### config.mk
export PLATFORM = sky130hd
export DESIGN_NAME = sync_filter_bank
export DESIGN_NICKNAME = d
export VERILOG_FILES = /design/src/rtl/sync_filter_bank.sv
export SDC_FILE = /design/constraint.sdc
export NUM_CORES = 1
export LEC_CHECK = 0
export CELL_PAD_IN_SITES_DETAIL_PLACEMENT = 1
export CELL_PAD_IN_SITES_GLOBAL_PLACEMENT = 1
export CORE_MARGIN = 1
export CORE_UTILIZATION = 32
export DETAILED_ROUTE_END_ITERATION = 8
export GPL_TIMING_DRIVEN = 0
export PLACE_DENSITY_LB_ADDON = 0.1
export SLEW_MARGIN = 25
export SYNTH_ARGS = -nofsm -noshare
export SYNTH_HDL_FRONTEND = slang
export SYNTH_SLANG_ARGS = --single-unit
### constraint.sdc
create_clock -name d_clk -period 1.2 [get_ports d_clk]
set_clock_uncertainty 0.15 [all_clocks]
set_input_delay 0.12 -clock d_clk [delete_from_list [all_inputs] [get_ports d_clk]]
set_output_delay 0.12 -clock d_clk [all_outputs]
set_load 0.03 [all_outputs]
### src/rtl/sync_filter_bank.sv
// sync_filter_bank
// -----------------------------------------------------------------------------
// Multi-channel input conditioner for asynchronous status pins entering the
// d_clk domain. Each of WIDTH channels is independent and passes through:
//   1. a STAGES-deep flop synchronizer,
//   2. an optional consecutive-cycle glitch filter,
//   3. a synchronous per-channel enable gate,
//   4. an output register that also produces one-cycle rise/fall pulses.
//
// Build option:
//   SYNC_FILTER_BANK_GLITCH_FILTER_EN
//     defined   : the filtered level only follows the synchronized input after
//                 FILT_CNT consecutive mismatching cycles. Capture-to-output
//                 latency is STAGES+FILT_CNT edges.
//     undefined : no filter or counters are built. The filtered level is the
//                 last synchronizer stage, and FILT_CNT has no effect.
//
// Parameters:
//   WIDTH    - number of channels (>= 1)
//   STAGES   - synchronizer depth (>= 2)
//   FILT_CNT - mismatching cycles needed to change the filtered level (>= 1)
//
// Ports:
//   d_clk      - clock, all state changes on the rising edge
//   d_rst_n    - asynchronous active-low reset, clears all state
//   sig_in     - asynchronous channel inputs
//   sig_en     - per-channel enable, synchronous to d_clk, not filtered
//   sig_out    - registered filtered and gated level
//   rise_pulse - one-cycle pulse when sig_out[i] goes 0 -> 1
//   fall_pulse - one-cycle pulse when sig_out[i] goes 1 -> 0
//   any_change - OR of all rise and fall pulses
// -----------------------------------------------------------------------------
module sync_filter_bank #(
    parameter int WIDTH    = 4,
    parameter int STAGES   = 2,
    parameter int FILT_CNT = 3
) (
    input  logic             d_clk,
    input  logic             d_rst_n,
    input  logic [WIDTH-1:0] sig_in,
    input  logic [WIDTH-1:0] sig_en,
    output logic [WIDTH-1:0] sig_out,
    output logic [WIDTH-1:0] rise_pulse,
    output logic [WIDTH-1:0] fall_pulse,
    output logic             any_change
);

    // Reject configurations the structure below cannot build.
    if (WIDTH < 1) begin : g_bad_width
        $error("sync_filter_bank: WIDTH must be at least 1");
    end
    if (STAGES < 2) begin : g_bad_stages
        $error("sync_filter_bank: STAGES must be at least 2");
    end
    if (FILT_CNT < 1) begin : g_bad_filt_cnt
        $error("sync_filter_bank: FILT_CNT must be at least 1");
    end

    logic [STAGES-1:0][WIDTH-1:0] sync_q;
    logic [WIDTH-1:0]             sync_lvl;
    logic [WIDTH-1:0]             filt_lvl;
    logic [WIDTH-1:0]             gate_lvl;

    // Plain shift chain: nothing may sit between stages, otherwise the
    // metastability settling time of each flop is eaten into.
    always_ff @(posedge d_clk or negedge d_rst_n) begin
        if (!d_rst_n) begin
            sync_q <= '0;
        end else begin
            sync_q <= {sync_q[STAGES-2:0], sig_in};
        end
    end

    assign sync_lvl = sync_q[STAGES-1];

`ifdef SYNC_FILTER_BANK_GLITCH_FILTER_EN
    localparam int CNT_W = $clog2(FILT_CNT + 1);
    localparam logic [CNT_W-1:0] CNT_LAST = CNT_W'(FILT_CNT - 1);

    logic [WIDTH-1:0] filt_q;
    logic [CNT_W-1:0] cnt_q [WIDTH];

    // The counter measures how long the synchronized level has disagreed with
    // the filtered level. Any agreement restarts the run, so a mismatch run
    // shorter than FILT_CNT cycles never reaches the filtered level. The
    // counter is cleared when the level is taken, so it stops at CNT_LAST.
    always_ff @(posedge d_clk or negedge d_rst_n) begin
        if (!d_rst_n) begin
            filt_q <= '0;
            for (int i = 0; i < WIDTH; i++) begin
                cnt_q[i] <= '0;
            end
        end else begin
            for (int i = 0; i < WIDTH; i++) begin
                if (sync_lvl[i] == filt_q[i]) begin
                    cnt_q[i] <= '0;
                end else if (cnt_q[i] == CNT_LAST) begin
                    filt_q[i] <= sync_lvl[i];
                    cnt_q[i]  <= '0;
                end else begin
                    cnt_q[i] <= cnt_q[i] + CNT_W'(1);
                end
            end
        end
    end

    assign filt_lvl = filt_q;
`else
    assign filt_lvl = sync_lvl;
`endif

    // The enable is already in the d_clk domain, so it gates after the filter
    // and takes effect at the very next edge.
    assign gate_lvl = filt_lvl & sig_en;

    // Edge pulses compare the new gated level with the registered one, so a
    // channel can never raise both pulses in the same cycle.
    always_ff @(posedge d_clk or negedge d_rst_n) begin
        if (!d_rst_n) begin
            sig_out    <= '0;
            rise_pulse <= '0;
            fall_pulse <= '0;
        end else begin
            sig_out    <= gate_lvl;
            rise_pulse <= gate_lvl & ~sig_out;
            fall_pulse <= ~gate_lvl & sig_out;
        end
    end

    // Built only from flop outputs, so it cannot glitch between edges.
    assign any_change = |(rise_pulse | fall_pulse);

endmodule

==> summary.txt, run 1 <==
STA
  – Final period demand of the worst path: approximately 1500 ps
  – Fmax: 675.5 MHz
  – Slew @ Worst Pin: 844.7 ps
  – Final hold viol count: 20
  – RSZ-0062 raised after global routing: true
  – Slew headroom: 43.59%
  – Final period util: 123.4%
  – WHS: -234.3 ps
  – Final setup vio count: 1
  – Pins Over Slew Limit: 0
  – Final worst setup slack: -280.3 ps

Yosys
  – Commonest cells post-synth: dfrtp_1 (20), nor2b_1 (6), and2_1 (4)
  – Post-synthesis sequential area ratio: between 80 and 90%
  – Synth unique cells: 7
  – Cell area after synthesis: between 500 and 600 sq um
  – Top cells by area, synth: dfrtp_1 (85%), nor2b_1 (6.4%), and2_1 (4.2%)
  – Largest area contributor in the netlist: dfrtp_1
  – YS warnings: 0
  – Ys async rst share: 100.0%
  – Share of the synthesized area in the top cell type: around 85%
  – Syn Nets: 46
  – Count leader, synth: dfrtp_1
  – Post-Synthesis Cells: 36
  – FF+latch count, synth: 20
  – Most used DFF post-synth: dfrtp_1
  – EDFF count, synth: 0
  – Mapped Avg Cell Area: around 16 sq um

Layout
  – Final Net Count: 73
  – Synthesis-to-finish area growth: 42.58%
  – Fraction of layout instances using a drive strength above 1: 37.10%
  – Layout Cell Area excl Fill: around 840 sq um
  – Number of diodes: 0

Clock network
  – Total CTS buffers: 3
  – Root buffer cell: clkbuf_4
  – Clock latency on the worst-skew pair: 290 ps
  – CTS Sinks: 20
  – Clock transition at the registers of the reported paths: 110 ps
  – Hold buffer count at cts: 0
  – CTS H-tree depth: 1
  – CTS tree: yes
  – Clk buf depth: 2

Status
  – Violated checks: negative hold slack, negative setup slack
  – Outcome: complete, but fails checks

Worst setup path
  – CP top delay family: flip-flops
  – Reg-to-reg startpoint: filt_lvl[1]
  – Worst EP required: approximately 930 ps
  – Cells along the critical path: nor4_2 > nand2_1 > buf_6
  – Crit Path Class: flop to output pin
  – CP Launch Type: flop
  – Bufs and invs on worst path: 1
  – FF-to-FF End: rise_pulse[1]
  – Endpoint type of the worst setup path: output pin
  – Crit path DAT: 1210 ps
  – CP max stage cell: dfrtp_2
  – Critical Path Max Stage Delay: 420 ps
  – Reg-to-reg slack, setup: around 280 ps
  – Worst Path Max Fanout: 2
  – R2r worst-path depth: 2

Floorplan
  – Initial Utilization: 34.20%
  – Site Rows: 15
  – DIE HEIGHT: roughly 45 um
  – Ports: 23
  – Die X-Extent: roughly 45 um
  – Die area: approximately 2000 sq um
  – Core ar.: approximately 1700 sq um

Power
  – Pwr Density: between 1000 and 1500 nW/um^2
  – Total power: approximately 0.0012 W
  – Leak pwr: about 0.42 nW
  – Worst IR Drop VDD: ~0.76 mV

Place
  – DP HPWL: 711.3 um
  – Cell Area, Placed: about 850 sq um
  – Gp weighted congestion: approximately 0.66
  – IO Port Bufs: 22
  – DP Worst Slack: -442.9 ps

GRT
  – Initial antenna violation count: 0
  – Vias in the first global route: about 330
  – Largest net degree at the start of global routing: 21
  – Overflow after GRT: 0
  – GRT Total Usage: around 11%
  – First-pass GRT wire length: roughly 1500 um

Drt
  – Drt pass-1 iters: 2
  – Initial DRC count: 3
  – Total wire length: ~940 um
  – Antenna Nets Post-Route: 0
  – Vias: 351
  – Routed WL per cell: roughly 11 um
  – Vias per inst: just over 4
  – DRC: 0

Min path
  – Hold Path Class: input port to asynchronous set/reset pin

Run
  – Max-cap check violation count: 0
[registers in the layout, indices dropped and copies added (netlist names)]
register    flops
sig_out         4
fall_pulse      4
sync_q          4
filt_lvl        4
rise_pulse      4
[per-stage QoR]
step,utilization [%],cells,setup TNS [ps]
3_5_place_dp,49.06,83,-5171
6_report,48.77,87,-280.3
2_1_floorplan,-,36,-29.39
3_3_place_gp,49.06,83,-5102
4_1_cts,48.70,87,-448.7
5_1_grt,48.77,87,-341.9
[worst register-to-register path: stages (launching register included)]
cell,delay (ps)
dfrtp_1,370
and2_1,170
nor2b_1,130
[cell type report]
type,instances,area [sq um]
timing repair buffer,22,166.4
sequential,20,505.5
fill,187,884.6
clock buffer,4,36.28
tap,25,31.28
inverter,1,3.754
multi-input combinational,15,98.84
[placed cells by master, fill, tap and decap left out]
master / instances
clkbuf_2: 1
dlymetal6s2s_1: 1
buf_6: 1
buf_2: 10
inv_1: 1
and2_1: 4
nor4_2: 2
clkdlybuf4s50_1: 8
nor2_1: 1
nor2b_1: 6
clkbuf_8: 1
dfrtp_1: 16
clkbuf_4: 3
nand2_1: 2
buf_4: 1
dfrtp_2: 4
[per-layer routing]
| layer | GRT usage [%] | share of wire (%) | up-vias | wire length, um |
|---|---|---|---|---|
| met5 | 0 | 0 | - | 0 |
| met4 | 7.273 | 1.3 | 0 | 12 |
| met3 | 2.800 | 8.8 | 2 | 82 |
| met2 | 15.36 | 47 | 17 | 436 |
| met1 | 14.89 | 43 | 169 | 404 |
| li1 | - | - | 163 | - |
[timing repair]
action / 4_1_cts / 5_1_grt
gates resized for setup: 65 / 5
setup endpoints to repair: 13 / 7
buffers inserted: 0 / 0
pin swaps: 2 / 0
endpoints found under the hold margin: 0 / 20
[power by group]
| part | total, W | leakage (nW) | switching (W) | internal, W |
|---|---|---|---|---|
| clock network | 0.000377 | 0.0210 | 0.000192 | 0.000185 |
| registers | 0.000725 | 0.244 | 0.0000165 | 0.000709 |
| logic | 0.000146 | 0.156 | 0.0000843 | 0.0000613 |
[how the worst max path moves through the flow]
stage / slack, ps / startpoint / endpoint / cells past startpoint
6_report: -280 / rise_pulse[0] / any_change / 3
4_1_cts: -300 / rise_pulse[0] / any_change / 3
5_1_grt: -340 / rise_pulse[3] / any_change / 3
3_5_place_dp: -440 / fall_pulse[0] / any_change / 3
2_1_floorplan: -30 / fall_pulse[2] / any_change / 2
3_3_place_gp: -450 / fall_pulse[0] / any_change / 3
[cells by family (layout without fill, tap and decap cells)]
kind of cell           Yosys count  count (layout)  share of synthesized area [%]
and+or+nand+nor                 15              15                          14.62
DFF                             20              20                          84.75
buffers and inverters            1              27                         0.6350
Power figures use the tool's default switching activity.
==> inputs of run 2 (changes only) <==
SETUP_SLACK_MARGIN = 0.1   (was not set)
SLEW_MARGIN = 20   (was 25)
==> run 2 against run 1 <==
Compared with the run above: the flow still finishes with violations (negative hold slack, negative setup slack); utilization up 7.8 points; die area unchanged; wire length rose by 21%; total power up 4.6%; critical path type unchanged.
==> summary.txt, run 2 (synthesis gave the netlist of run 1 again) <==
Status
  – Outcome: complete, but fails checks
  – Violated checks: negative hold slack, negative setup slack

Worst setup path
  – Reg-to-reg startpoint: sig_out[0]
  – CP top delay family: flip-flops
  – Crit path DAT: between 1000 and 1500 ps
  – Worst Path Max Fanout: 2
  – Critical Path Max Stage Delay: about 420 ps
  – Crit Path Class: flop to output pin
  – Bufs and invs on worst path: 1
  – Worst EP required: roughly 930 ps
  – Critical Path Start: rise_pulse[1]
  – Reg-to-reg slack, setup: around 170 ps
  – Endpoint type of the worst setup path: output pin
  – Cells along the critical path: nor4_4 > nand2_1 > buf_6
  – CP Launch Type: flop
  – CP max stage cell: dfrtp_1

GRT
  – Met1 usage: between 10% and 20%
  – Largest net degree at the start of global routing: 21
  – GRT Total Usage: about an eighth
  – First-pass GRT wire length: between 1500 and 2000 um
  – Initial antenna violation count: 0
  – GR Layer Usage met2: about a fifth
  – Overflow after GRT: 0
  – Grt peak-use layer: met2
  – GRT met3 Usage: 2.800%
  – Vias in the first global route: approximately 350

Clock network
  – Clk buf depth: 2
  – CTS tree: yes
  – Clock latency on the worst-skew pair: 290 ps
  – CTS H-tree depth: 1
  – Clock transition at the registers of the reported paths: 110 ps
  – Total CTS buffers: 3
  – Hold buffer count at cts: 0
  – Root buffer cell: clkbuf_4
  – CTS Sinks: 20

Layout
  – Number of diodes: 0
  – Final Net Count: 80
  – Filler instances: ~170
  – Most common cell after layout, fill and taps aside: dfrtp_1
  – Synthesis-to-finish area growth: 65.47%
  – Fraction of layout instances using a drive strength above 1: around 43%
  – Storage cell area: approximately 500 sq um
  – Layout Cell Area excl Fill: 977.2 sq um
  – Area occupied by multi-input gates: approximately 110 sq um
  – End-of-flow core utilization: between 50% and 60%
  – Commonest non-fill, non-tap cells in the layout: dfrtp_1 (16), buf_6 (14), clkdlybuf4s50_1 (8)

STA
  – Final hold viol count: 20
  – WHS: -231.6 ps
  – Slew headroom: approximately 43%
  – Fmax: approximately 670 MHz
  – Slew @ Worst Pin: between 800 and 900 ps
  – Final period demand of the worst path: between 1000 and 1500 ps
  – Final worst setup slack: -286.9 ps
  – Final period util: 123.9%
  – RSZ-0062 raised after global routing: true
  – Pins Over Slew Limit: 0
  – Final setup vio count: 2

Power
  – Switching pwr: around 0.00031 W
  – Sw frac: approximately a quarter
  – Clock share of power: between 20 and 30%
  – Flop pwr share: between 50% and 60%
  – Pwr Density: around 1300 nW/um^2
  – Cell Int Power: ~0.001 W
  – Worst IR Drop VDD: about 0.78 mV
  – Leak pwr: between 0.4 and 0.5 nW
  – Logic gate share of total power: 14.8%

Place
  – Gp weighted congestion: 0.6594
  – IO Port Bufs: 22
  – Cell Area, Placed: ~850 sq um
  – DP Worst Slack: -442.9 ps
  – DP HPWL: about 710 um

Drt
  – Antenna Nets Post-Route: 0
  – Vias: 382
  – Drt pass-1 iters: 1
  – Routed WL per cell: between 10 and 15 um
  – Initial DRC count: 0
  – Vias per inst: roughly 4.1
  – Total wire length: 1134 um
  – DRC: 0

Floorplan
  – DIE HEIGHT: about 45 um
  – Core ar.: between 1500 and 2000 sq um
  – Site Rows: 15
  – Die X-Extent: approximately 45 um
  – Die area: slightly above 2000 sq um
  – Ports: 23
  – Initial Utilization: between 30 and 40%

Run
  – Max-cap check violation count: 0

Min path
  – Hold Path Class: input port to asynchronous set/reset pin
==> run 2: per-stage QoR <==
| step | setup TNS [ps] | std cells | total power [W] |
|---|---|---|---|
| finish | -552.7 | 94 | 0.001304 |
| global route | -666.8 | 94 | 0.001364 |
| CTS | -549.2 | 93 | 0.001308 |
| detailed placement | -5171 | 83 | 0.0009017 |
| global placement | -5102 | 83 | 0.0008974 |
| floorplan | -29.39 | 36 | 0.0008050 |
==> run 2: power by group through the flow <==
stage,Combinational [W],Clock [W],Sequential [W]
after global routing,0.000206,0.000422,0.000736
after floorplan,0.0000272,0,0.000778
after CTS,0.000188,0.000391,0.000729
final,0.000193,0.000379,0.000732
after global placement,0.000162,0,0.000736
after detailed placement,0.000164,0,0.000738
==> run 2: what timing repair did <==
item                                    in CTS  in global routing
endpoints found under the setup margin      13                 33
buffers inserted                             6                  1
gates resized for setup                     92                  3
pin swaps                                    2                  0
endpoints found under the hold margin        0                 20
==> run 2: area by class of cell <==
| class | count | area share [%] |
|---|---|---|
| Inverter | 1 | 0.3841 |
| Tap cell | 25 | 3.201 |
| Multi-Input combinational cell | 15 | 11.01 |
| Sequential cell | 20 | 51.73 |
| Clock buffer | 4 | 3.713 |
| Timing Repair Buffer | 29 | 29.96 |
==> run 2: path summary, 6_finish.rpt <==
path,end,cells after the start
hold / removal,sig_out[1],1
min in group d_clk,sync_q[1],1
max in group asynchronous,rise_pulse[2],1
setup / recovery,any_change,3
setup reg to reg,fall_pulse[0],3
hold reg to reg,filt_lvl[1],0
==> run 2: per-layer routing <==
metal  wire, um  up-vias
met3         71        2
met4         12        0
li1           -      177
met1        453      186
met2        596       17
met5          0        -
==> inputs of run 3 (changes only) <==
CORE_UTILIZATION = 34   (was 32)
clock period = 1.9 ns   (was 1.2 ns; I/O delays follow)
==> run 3 against run 2 <==
Compared with the run above: the run ends with design-rule violations left; total power is 43% lower; worst hold slack better by 410 ps; global-route usage is 0.25 points higher; register-to-register slack better by 790 ps; sequential power is 38% lower; die area is 5.6% lower; cell count is 18% lower; largest power group unchanged; via count is 6.3% lower.
==> summary.txt, run 3 (synthesis gave the netlist of run 1 again) <==
Status
  – Outcome: complete, but fails checks
  – Violated checks: design-rule violations

Floorplan
  – Ports: 23
  – Die area: 1908 sq um
  – Core ar.: between 1500 and 2000 sq um
  – Site Rows: 14
  – DIE HEIGHT: 43.68 um
  – Initial Utilization: between 30 and 40%
  – Die X-Extent: 43.68 um

Layout
  – Commonest non-fill, non-tap cells in the layout: clkdlybuf4s50_1 (21), dfrtp_1 (20), nor2b_1 (6)
  – End-of-flow core utilization: roughly 55%
  – Layout Cell Area excl Fill: between 800 and 900 sq um
  – Final Net Count: 73
  – Number of diodes: 0
  – Synthesis-to-finish area growth: 44.70%
  – Most common cell after layout, fill and taps aside: clkdlybuf4s50_1
  – Fraction of layout instances using a drive strength above 1: about 8.2%

GRT
  – Initial antenna violation count: 0
  – First-pass GRT wire length: between 1500 and 2000 um
  – Overflow after GRT: 0
  – GRT Total Usage: 12.44%
  – Vias in the first global route: between 300 and 400
  – Largest net degree at the start of global routing: 21

STA
  – RSZ-0062 raised after global routing: false
  – Pins Over Slew Limit: 0
  – Final period util: just under 90%
  – Setup_tns: 0 ps
  – Slew headroom: between 40% and 50%
  – Final hold viol count: 0
  – Final setup vio count: 0
  – Slew @ Worst Pin: ~850 ps
  – Final worst setup slack: roughly 200 ps
  – Final period demand of the worst path: roughly 1700 ps
  – Fmax: 588.9 MHz

Clock network
  – Post-CTS Setup Inserts: 0
  – CTS Sinks: 20
  – Clk buf depth: 2
  – CTS H-tree depth: 1
  – Root buffer cell: clkbuf_4
  – Clock latency on the worst-skew pair: between 200 and 300 ps
  – Hold buffer count at cts: 0
  – Clock transition at the registers of the reported paths: around 100 ps
  – CTS tree: yes
  – Total CTS buffers: 3

Run
  – Max-cap check violation count: 0

Worst setup path
  – Critical Path Max Stage Delay: 690 ps
  – Crit path DAT: between 1000 and 1500 ps
  – Worst EP required: around 1600 ps
  – Cells along the critical path: clkdlybuf4s50_1
  – Crit Path Class: flop to output pin
  – Endpoint type of the worst setup path: output pin
  – Bufs and invs on worst path: 1
  – CP max stage cell: clkdlybuf4s50_1
  – CP Launch Type: flop
  – CP top delay family: buffers and inverters
  – Worst Path Max Fanout: 3

Drt
  – DRC: 2
  – Vias: 358
  – Drt pass-1 iters: 5
  – Routed WL per cell: roughly 13 um
  – Total wire length: 1015 um
  – Antenna Nets Post-Route: 0
  – Vias per inst: 4.649
  – Initial DRC count: 3

Power
  – Leak pwr: around 0.4 nW
  – Worst IR Drop VDD: approximately 0.45 mV
  – Pwr Density: about 870 nW/um^2

Place
  – IO Port Bufs: 22
  – Cell Area, Placed: roughly 830 sq um
  – DP Worst Slack: 221.7 ps
  – Gp weighted congestion: around 0.64

Min path
  – Hold Path Class: input port to flop
==> run 3: path summary, 6_finish.rpt <==
| path | startpoint | to | slack, ps | cells after the start |
|---|---|---|---|---|
| worst max-delay path | sig_out[3] | sig_out[3] | 200 | 1 |
| worst min-delay path | sig_in[1] | sync_q[1] | 180 | 1 |
| worst max register to register | filt_lvl[3] | rise_pulse[3] | 960 | 2 |
| worst min register to register | sync_q[0] | filt_lvl[0] | 210 | 0 |
| max in group asynchronous | d_rst_n | sig_out[2] | 850 | 1 |
| min in group asynchronous | d_rst_n | sig_out[0] | 230 | 1 |
==> run 3: layout make-up <==
class                   instances  area, sq um
clock buffers                   3        22.52
fillers                       160        704.4
inverters                       1        3.754
multi-input cells              15        92.59
flip-flops and latches         20        500.5
well taps                      16        20.02
repair buffers                 22        215.2
==> run 3: worst reg2reg max path, cell delays in order (launching register included) <==
cell and delay, ps:
dfrtp_1 360, and2_1 170, nor2b_1 150
==> run 3: through the flow <==
stage | total power [W] | hold WS [ps] | std cells
finish | 0.0007453 | 181.7 | 77
global route | 0.0007778 | 169.9 | 77
CTS | 0.0007520 | 179.4 | 77
detailed placement | 0.0005694 | 190.3 | 74
global placement | 0.0005641 | 183.1 | 74
floorplan | 0.0005074 | -255.6 | 36
==> run 3: timing repair <==
action / CTS / global route
setup endpoints to repair: 1 / 1
gates resized for setup: 1 / 3
cloned: 0 / 0
==> run 3: power breakdown <==
group	total [W]	internal [W]	switching, W	leakage (nW)
Clock	0.000186	0.0000735	0.000113	0.0138
Sequential	0.000457	0.000447	0.0000103	0.250
Combinational	0.000102	0.0000476	0.0000541	0.128
==> run 3: routing by layer <==
metal	global-route usage, %	share of wire [%]	up-vias
met4	3.750	0	0
met2	21.49	54	15
met1	14.93	40	178
li1	-	-	165
met3	3.750	6.4	0
met5	0	0	-
